==> src/rtl/dma_block_loader_if.sv <==
// Bus bundle for dma_block_loader: request/control inputs, input word stream and DMA command outputs.
// Stream handshake: a word moves when in_valid and in_ready are both 1 at a rising clk edge;
// in_ready never depends on in_valid, and a producer holds in_data stable until the word moves.
interface dma_block_loader_if #(
  parameter int ADDR_WIDTH = 16,
  parameter int DATA_WIDTH = 16
);
  logic                  start;
  logic [ADDR_WIDTH-1:0] base_addr;
  logic [11:0]           length;
  logic                  read_after;
  logic                  abort;
  logic                  in_valid;
  logic [DATA_WIDTH-1:0] in_data;
  logic                  in_ready;
  logic                  dma_enable;
  logic                  dma_rw;
  logic [ADDR_WIDTH-1:0] dma_address;
  logic [DATA_WIDTH-1:0] dma_data;
  logic                  busy;
  logic                  done;
  logic                  err;

  modport slave (
    input  start, base_addr, length, read_after, abort, in_valid, in_data,
    output in_ready, dma_enable, dma_rw, dma_address, dma_data, busy, done, err
  );

  modport master (
    output start, base_addr, length, read_after, abort, in_valid, in_data,
    input  in_ready, dma_enable, dma_rw, dma_address, dma_data, busy, done, err
  );
endinterface

==> src/rtl/dma_block_loader.sv <==
// Streams a block of words into DMA word writes at base+n, optionally followed by one block-read command.
// state_dbg mirrors the FSM state: 0 IDLE, 1 WRITE, 2 READ, 3 FINISH.
module dma_block_loader #(
  parameter int ADDR_WIDTH = 16,
  parameter int DATA_WIDTH = 16,
  parameter int MAX_LEN    = 2500
) (
  input  logic               clk,
  input  logic               rst_n,
  dma_block_loader_if.slave  bus,
  output logic [1:0]         state_dbg
);
  typedef enum logic [1:0] {
    IDLE   = 2'd0,
    WRITE  = 2'd1,
    READ   = 2'd2,
    FINISH = 2'd3
  } state_t;

  localparam logic [11:0] MAX_LEN_W = 12'(MAX_LEN);

  state_t                state, state_next;
  logic [ADDR_WIDTH-1:0] base_q;
  logic [11:0]           len_q;
  logic [11:0]           cnt;
  logic                  read_after_q;
  logic                  start_ok, start_zero, start_bad;
  logic                  accept, last_word, abort_act;

  assign bus.in_ready = (state == WRITE) && (cnt < len_q);
  assign bus.busy     = (state != IDLE);
  assign state_dbg    = state;

  assign start_ok   = (state == IDLE) && bus.start && (bus.length != 12'd0) && (bus.length <= MAX_LEN_W);
  assign start_zero = (state == IDLE) && bus.start && (bus.length == 12'd0);
  assign start_bad  = (state == IDLE) && bus.start && (bus.length > MAX_LEN_W);
  // Abort wins over a word offered on the same edge.
  assign accept     = bus.in_valid && bus.in_ready && !bus.abort;
  assign last_word  = (cnt + 12'd1) == len_q;
  assign abort_act  = bus.abort && ((state == WRITE) || (state == READ));

  always_comb begin
    state_next = state;
    case (state)
      IDLE: begin
        if (start_ok)        state_next = WRITE;
        else if (start_zero) state_next = FINISH;
      end
      WRITE: begin
        if (bus.abort)                  state_next = IDLE;
        else if (accept && last_word)   state_next = read_after_q ? READ : FINISH;
      end
      READ:    state_next = bus.abort ? IDLE : FINISH;
      FINISH:  state_next = IDLE;
      default: state_next = IDLE;
    endcase
  end

  always_ff @(posedge clk or negedge rst_n) begin
    if (!rst_n) state <= IDLE;
    else        state <= state_next;
  end

  // Command outputs are registered one edge behind the state that produces them.
  always_ff @(posedge clk or negedge rst_n) begin
    if (!rst_n) begin
      base_q          <= '0;
      len_q           <= '0;
      cnt             <= '0;
      read_after_q    <= 1'b0;
      bus.dma_enable  <= 1'b0;
      bus.dma_rw      <= 1'b0;
      bus.dma_address <= '0;
      bus.dma_data    <= '0;
      bus.done        <= 1'b0;
      bus.err         <= 1'b0;
    end else begin
      bus.dma_enable <= 1'b0;
      bus.done       <= (state == FINISH);
      bus.err        <= start_bad || abort_act;
      if (start_ok) begin
        base_q       <= bus.base_addr;
        len_q        <= bus.length;
        read_after_q <= bus.read_after;
        cnt          <= '0;
      end
      if (accept) begin
        bus.dma_enable  <= 1'b1;
        bus.dma_rw      <= 1'b0;
        bus.dma_address <= base_q + ADDR_WIDTH'(cnt);
        bus.dma_data    <= bus.in_data;
        cnt             <= cnt + 12'd1;
      end
      if ((state == READ) && !bus.abort) begin
        bus.dma_enable  <= 1'b1;
        bus.dma_rw      <= 1'b1;
        bus.dma_address <= base_q;
      end
    end
  end
endmodule

==> src/flat_wrapper.sv <==
// flat-port wrapper written by rule: the top's interface ports become plain ports
module dma_block_loader_flat 
#(
  parameter int ADDR_WIDTH = 16,
  parameter int DATA_WIDTH = 16,
  parameter int MAX_LEN    = 2500
)
  (clk, rst_n, state_dbg, bus_start, bus_base_addr, bus_length, bus_read_after, bus_abort, bus_in_valid, bus_in_data, bus_in_ready, bus_dma_enable, bus_dma_rw, bus_dma_address, bus_dma_data, bus_busy, bus_done, bus_err);
  dma_block_loader_if #(.ADDR_WIDTH(ADDR_WIDTH), .DATA_WIDTH(DATA_WIDTH)) bus_i ();
  input  logic clk;
  input  logic rst_n;
  output logic [1:0] state_dbg;
  input wire logic [$bits(bus_i.start)-1:0] bus_start;
  input wire logic [$bits(bus_i.base_addr)-1:0] bus_base_addr;
  input wire logic [$bits(bus_i.length)-1:0] bus_length;
  input wire logic [$bits(bus_i.read_after)-1:0] bus_read_after;
  input wire logic [$bits(bus_i.abort)-1:0] bus_abort;
  input wire logic [$bits(bus_i.in_valid)-1:0] bus_in_valid;
  input wire logic [$bits(bus_i.in_data)-1:0] bus_in_data;
  output wire logic [$bits(bus_i.in_ready)-1:0] bus_in_ready;
  output wire logic [$bits(bus_i.dma_enable)-1:0] bus_dma_enable;
  output wire logic [$bits(bus_i.dma_rw)-1:0] bus_dma_rw;
  output wire logic [$bits(bus_i.dma_address)-1:0] bus_dma_address;
  output wire logic [$bits(bus_i.dma_data)-1:0] bus_dma_data;
  output wire logic [$bits(bus_i.busy)-1:0] bus_busy;
  output wire logic [$bits(bus_i.done)-1:0] bus_done;
  output wire logic [$bits(bus_i.err)-1:0] bus_err;
  assign bus_i.start = bus_start;
  assign bus_i.base_addr = bus_base_addr;
  assign bus_i.length = bus_length;
  assign bus_i.read_after = bus_read_after;
  assign bus_i.abort = bus_abort;
  assign bus_i.in_valid = bus_in_valid;
  assign bus_i.in_data = bus_in_data;
  assign bus_in_ready = bus_i.in_ready;
  assign bus_dma_enable = bus_i.dma_enable;
  assign bus_dma_rw = bus_i.dma_rw;
  assign bus_dma_address = bus_i.dma_address;
  assign bus_dma_data = bus_i.dma_data;
  assign bus_busy = bus_i.busy;
  assign bus_done = bus_i.done;
  assign bus_err = bus_i.err;
  dma_block_loader #(.ADDR_WIDTH(ADDR_WIDTH), .DATA_WIDTH(DATA_WIDTH), .MAX_LEN(MAX_LEN)) u_core (.clk(clk), .rst_n(rst_n), .bus(bus_i), .state_dbg(state_dbg));
endmodule
==> config.mk <==
export PLATFORM = sky130hd
export DESIGN_NAME = dma_block_loader_flat
export DESIGN_NICKNAME = d
export VERILOG_FILES = /design/src/rtl/dma_block_loader_if.sv /design/src/rtl/dma_block_loader.sv /design/src/flat_wrapper.sv
export SDC_FILE = /design/constraint.sdc
export NUM_CORES = 1
export LEC_CHECK = 0
export ABC_CLOCK_PERIOD_IN_PS = 2800
export CAP_MARGIN = 5
export CORE_ASPECT_RATIO = 0.75
export CORE_MARGIN = 3
export CORE_UTILIZATION = 53
export CTS_BUF_LIST = sky130_fd_sc_hd__clkbuf_8 sky130_fd_sc_hd__clkbuf_16
export CTS_CLUSTER_DIAMETER = 30
export DETAILED_ROUTE_END_ITERATION = 10
export PLACE_DENSITY = 0.82
export SLEW_MARGIN = 20
export SYNTH_ARGS = -nofsm -noshare
export SYNTH_HDL_FRONTEND = slang
export SYNTH_SLANG_ARGS = --single-unit
==> constraint.sdc <==
create_clock -name clk -period 2.8 [get_ports clk]
set_input_delay 0.56 -clock clk [delete_from_list [all_inputs] [get_ports clk]]
set_output_delay 0.56 -clock clk [all_outputs]
set_load 0.02 [all_outputs]
Yosys cells after proc, flatten, opt, wreduce, memory -nomap -nowiden --
Index checks and enable logic that the tools add are counted.
Storage, ports and cells: bits in registers 79, bits in latches 0, RAM bits 0, bits in read-only memories 0, input bits 50, output and inout port bits 40, logic and storage cells 58, memories kept 0
Cells by class: add/subtract/negate cells 2, multiply operators 0, divide/modulo/power cells 0, order comparisons 3, equality and inequality tests 6, shifts and indexed selects 0, mux-type cells 15, bitwise gates (word level) 0, reduce and logical (&&, ||, !) cells 21
Operators with widths (count):
- two-way mux 16 bit | 2
- two-way mux 12 bit | 2
- adder 16 x 12 -> 16 bit | 1
- adder 12 x 1 -> 12 bit, second input constant | 1
- == test 12 bit | 1
- greater-than comparator 12 bit, second input constant | 1
- <= comparator 12 bit, second input constant | 1
- zero test 12 bit | 1
- less-than comparator 12 bit | 1
- nonzero test 12 bit | 1
- logical AND 1 bit | 11
- two-way mux 2 bit | 5
- one-hot mux 2 bit (4 select lines) | 1
- nonzero test 2 bit | 3
- two-way mux 1 bit | 5
- == test 2 bit, second input constant | 2
- inequality test 3 x 1 -> 1 bit, second input constant | 1
- inequality test 3 bit, second input constant | 1
- == test 2 x 1 -> 1 bit, second input constant | 1
- zero test 2 bit | 1
- logical OR 1 bit | 2
- AND reduction 2 bit | 1
- zero test 1 bit | 1

Longest topological paths before layout --
Gate-level depths: netlist of the first run.
depth in word-level cells 8, depth in mapped cells 10

Least setup slack after synthesis of the first run --
Ideal clock, no wire load.
kind register -> register, start point register u_core.cnt[9], end point register u_core.bus.dma_address[12], setup time 87 ps, data arrival time 2305 ps, required time 2713 ps, setup slack 408 ps, stages on the path, launching flop included 10, path buffers 2, path through dfrtp_1 > ha_1 > nand3_1 > nor2_1 > o211ai_1 > o211ai_1 > clkbuf_1 > clkbuf_1 > nand3_1 > o211ai_1
Between the ends: word-level cells in the longest chain between the ends 5, elaborated cells on any way between the ends 8, those cells by class add/sub (1); order compare (1); mux (2); reduce/logical (4)
RTL lines:
- start, declared | RTL line dma_block_loader.sv:25 | logic [11:0] cnt;
- start signal, assigned | RTL line dma_block_loader.sv:92 | cnt <= cnt + 12'd1;
- branches (longest 5 deep; another with adder 16 x 12 -> 16 bit)
- end signal, assigned | RTL line dma_block_loader.sv:90 | bus.dma_address <= base_q + ADDR_WIDTH'(cnt);
- end signal, assigned | RTL line dma_block_loader.sv:97 | bus.dma_address <= base_q;
- end, declared | RTL line dma_block_loader_if.sv:26 | output in_ready, dma_enable, dma_rw, dma_address, dma_data, busy, done, err
Several ways; the timed one is not identified. The select of a mux whose other input is x is not followed. A chain may end at the register's enable or synchronous reset.

Final worst setup path of the first run --
start point input bus_length[3], end point register u_core.state[0] (netlist: u_core.state_dbg[0])
Between the ends: word-level cells in the longest chain between the ends 5, elaborated cells on any way between the ends 10, those cells by class order compare (1); eq/ne (1); mux (2); reduce/logical (6)
RTL lines:
- start, declared | RTL line flat_wrapper.sv:15 | input wire logic [$bits(bus_i.length)-1:0] bus_length;
- branches (longest 5 deep; another with <= comparator 12 bit)
- end signal, assigned | RTL line dma_block_loader.sv:61 | else state <= state_next;
- end, declared | RTL line dma_block_loader.sv:22 | state_t state, state_next;
Several ways; the timed one is not identified.

==> flow_summary.yaml, run 1 <==
detailed_routing:
  wl_met3_mm: 1.04
  final_antenna_net_count: 0
  top_layer_used: "met4"
  first_pass_iters: 6
  met1Wirelength_mm: 5.21
  wl_met2_mm: 5.94
  dr.first_iter.drc_count: 280
  dr_total_vias: 4073
  wirelength_mm: 12.4
  drc: 0
  wl_per_cell_um: 18.0
  vias_per_cell: 5.92
global_routing:
  grt_max_degree: 80
  grt_pass1_wl_mm: 20.7
  grt_usage: 0.265
  grt_pass1_vias: 4271
  antenna_found_initial: 0
  overflow: 0
logic_synthesis:
  synthArstFlopShare: 1.00
  synth_top_family_by_area: "compound AO/OA/AOI/OAI gates"
  synth_top_area_frac: 0.425
  synth_seq_cells: 79
  yosys_warnings: 0
  syn_nets: 542
  synthAdderAreaFrac: 0.0850
  yosysMostFrequentCell: "dfrtp_1"
  synth_cells: 461
  yosysUniqueCellTypes: 52
  syn_area_per_cell_um2: 10.1
  synth_compound_area_frac: 0.157
  synth_edf_count: 0
  yosysSeqAreaShare: 0.425
  post-synth-top-area-cell: "dfrtp_1"
  synth_simple_gate_area_frac: 0.125
  synthXorXnorAreaFrac: 0.0395
  synth_common_cells: "79 x dfrtp_1, 44 x mux2_2, 40 x o21ai_0"
  synthFlopType: "dfrtp_1"
  yosys-mux-area-fraction: 0.128
  synthesis.area_mm2: 0.00465
  netlist_top_cells_area: "dfrtp_1 42%, mux2_2 11%, ha_1 8.1%"
timing:
  post-route-period-util: 0.950
  post-route-min-period_ns: 2.66
  final.setup.tns_ns: 0
  finalClockSkew_ns: 0.00771
  rsz0062_at_grt: "false"
  worst_pin_slew_ns: 0.749
  final_max_slew_viol_count: 0
  finalHoldViolCount: 0
  slew_headroom: 0.501
  setup_viol: 0
  fmax_ghz: 0.376
  holdWs_ns: 0.216
power:
  vdd_drop_max_mv: 0.798
  p_int_uw: 3900
  p_total_uw: 6290
  p_leak_uw: 0.00276
  clockPowerShare: 0.206
  pwr_density_cell_mw_per_mm2: 1010
  p_seq_frac: 0.321
  swShare: 0.380
  p_switching_uw: 2390
  p_comb_frac: 0.473
run_status:
  status: "complete, no violations"
die:
  start_util: 0.567
  dieArea_mm2: 0.00995
  num_rows: 28
  core_mm2: 0.00820
  die_x_um: 114
  ioPinCount: 90
  die_y_um: 87.1
clock_network:
  cts_tree: "built"
  hold_buffers: 0
  clock-root-buffer: "clkbuf_16"
  clock_latency_ns: 0.35
  clk_pin_slew_ns: 0.07
  cts_buffers: 9
  h-tree-depth: 3
  clockBufferDepth: 2
  clkSinkCount: 79
placed_design:
  io_buffers: 89
  placed_cells: 669
  hpwl_mm: 9.00
  place_congestion: 0.904
final_layout:
  fillCellCount: 580
  utilization: 0.761
  syn_to_final_growth_pct: 34.0
  layout.area.seq_mm2: 0.00198
  multiInputGateArea_mm2: 0.00252
  antenna-diode-count: 0
  nNetsFinal: 659
  stdcell_count: 688
  drive_above_1_share: 0.196
worst_setup_path:
  crit_fanout: 2
  worst-path-buf-inv: 1
  worstPathArrival_ns: 2.92
  cp_slowest_cell: "a2111o_1"
  startpoint_type: "primary input"
  path_delay_family: "compound AO/OA/AOI/OAI gates"
  critPathKind: "in2reg"
  cp_cell_sequence: "clkdlybuf4s50_1 -> nor3_2 -> a21oi_1 -> o31ai_2 -> nand2_1 -> a2111o_1 -> o41ai_4 -> mux2i_1"
  max_stage_delay_ns: 0.47
  cp-end-kind: "flop"
  required_ns: 3.07
worst_hold_path:
  hold_class: "in2async"
run:
  maxCapViolCount: 0
-- layout by cell type (no fill, tap or decap), types with 2 or more instances in the layout --
cell / n
a211oi_1: 4
a21o_1: 3
a21oi_1: 21
a22oi_1: 11
a31oi_1: 6
and3_1: 4
buf_4: 38
bufinv_16: 2
clkbuf_16: 9
clkdlybuf4s50_1: 87
dfrtp_1: 77
dfrtp_2: 2
ha_1: 29
inv_1: 24
inv_6: 4
mux2_2: 44
mux2i_1: 10
nand2_1: 22
nand2b_1: 4
nand3_1: 17
nand4_1: 3
nor2_1: 29
nor2b_1: 9
nor3_1: 9
nor3b_1: 2
nor4_1: 3
o211ai_1: 5
o21a_1: 6
o21ai_0: 40
o22ai_1: 2
o31ai_1: 5
o41ai_1: 2
or3_1: 2
xnor2_1: 14
xor2_1: 7
-- cell families after synthesis --
group / Yosys count
buf+inv: 46
simple gates: 114
fa+ha+maj: 31
mux: 54
xor+xnor: 21
flops: 79
compound gates: 116
-- repair_timing --
| action | 4_1_cts | 5_1_grt |
|---|---|---|
| pin swaps | 0 | 1 |
| buffers inserted | 0 | 3 |
| gates resized for setup | 2 | 8 |
| setup endpoints to repair | 1 | 32 |
-- state kept, by name, summed over array words and instances (netlist names) --
signal,cells
u_core.base_q,16
u_core.bus.dma_address,16
u_core.bus.dma_data,16
u_core.cnt,12
u_core.len_q,12
u_core.state_dbg,2
u_core.bus.dma_enable,1
u_core.bus.dma_rw,1
u_core.bus.done,1
u_core.bus.err,1
u_core.read_after_q,1
-- layout make-up --
cell class,count,share of cell area
repair buffers,128,0.191
clock buffers,9,0.0361
inverters,24,0.0144
clock inverters,7,0.0161
well taps,105,0.0211
flip-flops and latches,79,0.317
multi-input cells,336,0.404
-- power groups by stage --
stage	clock (uW)	sequential [uW]	combinational [uW]
global placement	0	1990	2800
detailed placement	0	2020	2900
floorplan	0	2270	1470
CTS	1320	2010	2940
finish	1300	2020	2970
global route	1370	2090	3260
-- final timing paths --
path / startpoint / slack, ns / cells past startpoint / to
max in group asynchronous: rst_n / 1.99 / 1 / u_core.cnt[1]
min in group clk: u_core.bus.dma_data[9] / 0.50 / 1 / u_core.bus.dma_data[9]
worst max register to register: u_core.cnt[0] / 0.15 / 10 / u_core.bus.dma_address[14]
worst max-delay path: bus_length[3] / 0.14 / 8 / u_core.state_dbg[0]
worst min register to register: u_core.bus.dma_data[9] / 0.50 / 1 / u_core.bus.dma_data[9]
worst min-delay path: rst_n / 0.22 / 1 / u_core.cnt[3]
-- layer usage --
| metal | global-route usage | vias to the layer above |
|---|---|---|
| li1 | - | 1901 |
| met1 | 0.330 | 2002 |
| met2 | 0.439 | 148 |
| met3 | 0.0917 | 22 |
| met4 | 0.0809 | 0 |
| met5 | 0 | - |
-- per-stage QoR --
stage,setup slack (ns),area (um2)
finish,0.141,6230
global route,0.0134,6230
CTS,0.0187,6190
detailed placement,-0.364,5860
global placement,-0.116,5860
floorplan,0.408,4650
Note: power is estimated with default switching activity, not from simulation.
==> run 2, diff against run 1 <==
--- a/config.mk
+++ b/config.mk
@@ -13,6 +13,7 @@
 export CTS_BUF_LIST = sky130_fd_sc_hd__clkbuf_8 sky130_fd_sc_hd__clkbuf_16
 export CTS_CLUSTER_DIAMETER = 30
 export DETAILED_ROUTE_END_ITERATION = 10
+export HOLD_SLACK_MARGIN = 0.05
 export PLACE_DENSITY = 0.82
 export SLEW_MARGIN = 20
 export SYNTH_ARGS = -nofsm -noshare
==> results of run 2 <==
The final DEF is identical to that of run 1; final timing and power are the same.
==> run 3, diff against run 2 <==
--- a/config.mk
+++ b/config.mk
@@ -5,16 +5,19 @@
 export SDC_FILE = /design/constraint.sdc
 export NUM_CORES = 1
 export LEC_CHECK = 0
+export ABC_AREA = 0
 export ABC_CLOCK_PERIOD_IN_PS = 2800
 export CAP_MARGIN = 5
+export CELL_PAD_IN_SITES_DETAIL_PLACEMENT = 0
+export CELL_PAD_IN_SITES_GLOBAL_PLACEMENT = 1
 export CORE_ASPECT_RATIO = 0.75
 export CORE_MARGIN = 3
-export CORE_UTILIZATION = 53
+export CORE_UTILIZATION = 40
 export CTS_BUF_LIST = sky130_fd_sc_hd__clkbuf_8 sky130_fd_sc_hd__clkbuf_16
 export CTS_CLUSTER_DIAMETER = 30
 export DETAILED_ROUTE_END_ITERATION = 10
 export HOLD_SLACK_MARGIN = 0.05
-export PLACE_DENSITY = 0.82
+export PLACE_DENSITY = 0.81
 export SLEW_MARGIN = 20
 export SYNTH_ARGS = -nofsm -noshare
 export SYNTH_HDL_FRONTEND = slang
==> run 3 against run 2 <==
Net effect:
- total power fell by 2.1%
- first-iteration DRC count fell by 9.3%
- clock skew about the same
- die area increased by 30%
- setup slack gained 0.020 ns
==> flow_summary.yaml, run 3 (same netlist as run 1, synthesis figures left out) <==
run_status:
  status: "complete, no violations"
die:
  die_y_um: 99.4
  die_x_um: 131
  start_util: 0.417
  num_rows: 33
  ioPinCount: 90
  dieArea_mm2: 0.0130
  core_mm2: 0.0111
detailed_routing:
  wl_per_cell_um: 16.5
  wirelength_mm: 11.9
  dr_total_vias: 3935
  dr.first_iter.drc_count: 254
  first_pass_iters: 7
  vias_per_cell: 5.43
  drc: 0
  final_antenna_net_count: 0
global_routing:
  grt_max_degree: 80
  grt_pass1_wl_mm: 19.7
  grt_pass1_vias: 3978
  overflow: 0
  grt_usage: 0.191
  antenna_found_initial: 0
placed_design:
  io_buffers: 89
  dpl_cell_area_mm2: 0.00596
  hpwl_mm: 8.96
  place_congestion: 0.869
timing:
  setup_viol: 0
  slew_headroom: 0.644
  worst_pin_slew_ns: 0.533
  finalClockSkew_ns: 0.00738
  post-route-min-period_ns: 2.64
  final_max_slew_viol_count: 0
  fmax_ghz: 0.379
  finalHoldViolCount: 0
  post-route-period-util: 0.942
  rsz0062_at_grt: "false"
final_layout:
  antenna-diode-count: 0
  final_area_mm2: 0.00629
  utilization: 0.564
  nNetsFinal: 661
  reg.largest.list: "u_core.base_q (16), u_core.bus.dma_address (16), u_core.bus.dma_data (16)"
  fillCellCount: 971
  syn_to_final_growth_pct: 35.3
  layout.cells.most_common_list: "87 x clkdlybuf4s50_1, 77 x dfrtp_1, 44 x mux2_2, 40 x o21ai_0, 39 x buf_4"
  mostFrequentLayoutCell: "clkdlybuf4s50_1"
  drive_above_1_share: 0.197
worst_setup_path:
  cp_cell_sequence: "clkdlybuf4s50_1 -> nor3_2 -> a21oi_1 -> o31ai_1 -> nand2_1 -> a2111o_1 -> o41ai_4 -> mux2i_1"
  startpoint_type: "primary input"
  cp_slowest_cell: "a2111o_1"
  cp-end-kind: "flop"
  worstPathArrival_ns: 2.90
  rrSetupSlack_ns: 0.19
  max_stage_delay_ns: 0.47
  critPathKind: "in2reg"
  required_ns: 3.06
  crit_fanout: 2
  worst-path-buf-inv: 1
  path_delay_family: "compound AO/OA/AOI/OAI gates"
worst_hold_path:
  hold_class: "in2async"
power:
  vdd_drop_max_mv: 0.544
  swShare: 0.376
  p_leak_uw: 0.00276
  pwr_density_cell_mw_per_mm2: 978
  clockPowerShare: 0.197
  p_seq_frac: 0.327
  p_switching_uw: 2320
  p_comb_frac: 0.477
  p_int_uw: 3840
clock_network:
  clockBufferDepth: 2
  cts_tree: "built"
  clock-root-buffer: "clkbuf_16"
  clk_pin_slew_ns: 0.06
  h-tree-depth: 3
  clock_latency_ns: 0.34
  cts_buffers: 9
  clkSinkCount: 79
run:
  maxCapViolCount: 0
[run 3: cell count changes in the layout (fill, tap and decap cells not counted)]
cell / previous run / this run
inv_6: 4 / 1
o31ai_2: 1 / 0
clkinv_4: 0 / 2
clkbuf_8: 0 / 1
bufinv_16: 2 / 1
buf_12: 1 / 3
clkinvlp_4: 0 / 1
o31ai_1: 5 / 6
buf_6: 1 / 0
buf_4: 38 / 39
[run 3: per-layer routing]
layer / share of wire / up-vias / GRT usage / wire (um)
met5: 0 / - / 0 / 0
met4: 0.0084 / 0 / 0.0387 / 100
met3: 0.076 / 9 / 0.0607 / 907
met2: 0.45 / 125 / 0.294 / 5340
met1: 0.47 / 1895 / 0.266 / 5590
li1: - / 1906 / - / -
[run 3: per-stage QoR]
| step | TNS, ns | cells | setup WS [ns] | total power (uW) | hold WS, ns |
|---|---|---|---|---|---|
| 2_1_floorplan | 0 | 461 | 0.408 | 3740 | 0.264 |
| 3_3_place_gp | -0.341 | 709 | -0.172 | 4860 | 0.478 |
| 3_5_place_dp | -0.851 | 709 | -0.311 | 4950 | 0.492 |
| 4_1_cts | 0 | 725 | 0.0370 | 6200 | 0.259 |
| 5_1_grt | 0 | 725 | 0.0218 | 6620 | 0.273 |
| 6_report | 0 | 725 | 0.161 | 6160 | 0.211 |
[run 3: timing repair]
| item | 4_1_cts | 5_1_grt |
|---|---|---|
| pin swaps | 0 | 0 |
| endpoints found under the setup margin | 1 | 4 |
| setup buffers | 0 | 0 |
| resized for setup | 2 | 7 |
| hold buffers | 0 | 0 |
[run 3: area by class of cell]
type                       instances  area [um2]  area share
multi-input combinational        336        2510       0.399
sequential                        79        1980       0.315
timing repair buffer             130        1230       0.195
clock buffer                      10         239      0.0380
tap                              140         175      0.0278
inverter                          24        90.1      0.0143
clock inverter                     6        68.8      0.0109
[run 3: power by group through the flow]
| stage | Sequential (uW) | Clock, uW | Combinational, uW |
|---|---|---|---|
| after global placement | 2010 | 0 | 2850 |
| after global routing | 2090 | 1300 | 3230 |
| final | 2010 | 1210 | 2930 |
| after detailed placement | 2030 | 0 | 2920 |
| after CTS | 2020 | 1240 | 2940 |
| after floorplan | 2270 | 0 | 1470 |
[run 3: final timing paths]
check | start | end | depth (start not counted)
worst max-delay path | bus_length[3] | u_core.state_dbg[1] | 8
worst min-delay path | rst_n | u_core.len_q[4] | 2
worst max register to register | u_core.cnt[0] | u_core.bus.dma_address[14] | 10
worst min register to register | u_core.bus.dma_rw | u_core.bus.dma_rw | 2
max in group asynchronous | rst_n | u_core.cnt[5] | 2
min in group clk | u_core.bus.dma_rw | u_core.bus.dma_rw | 2
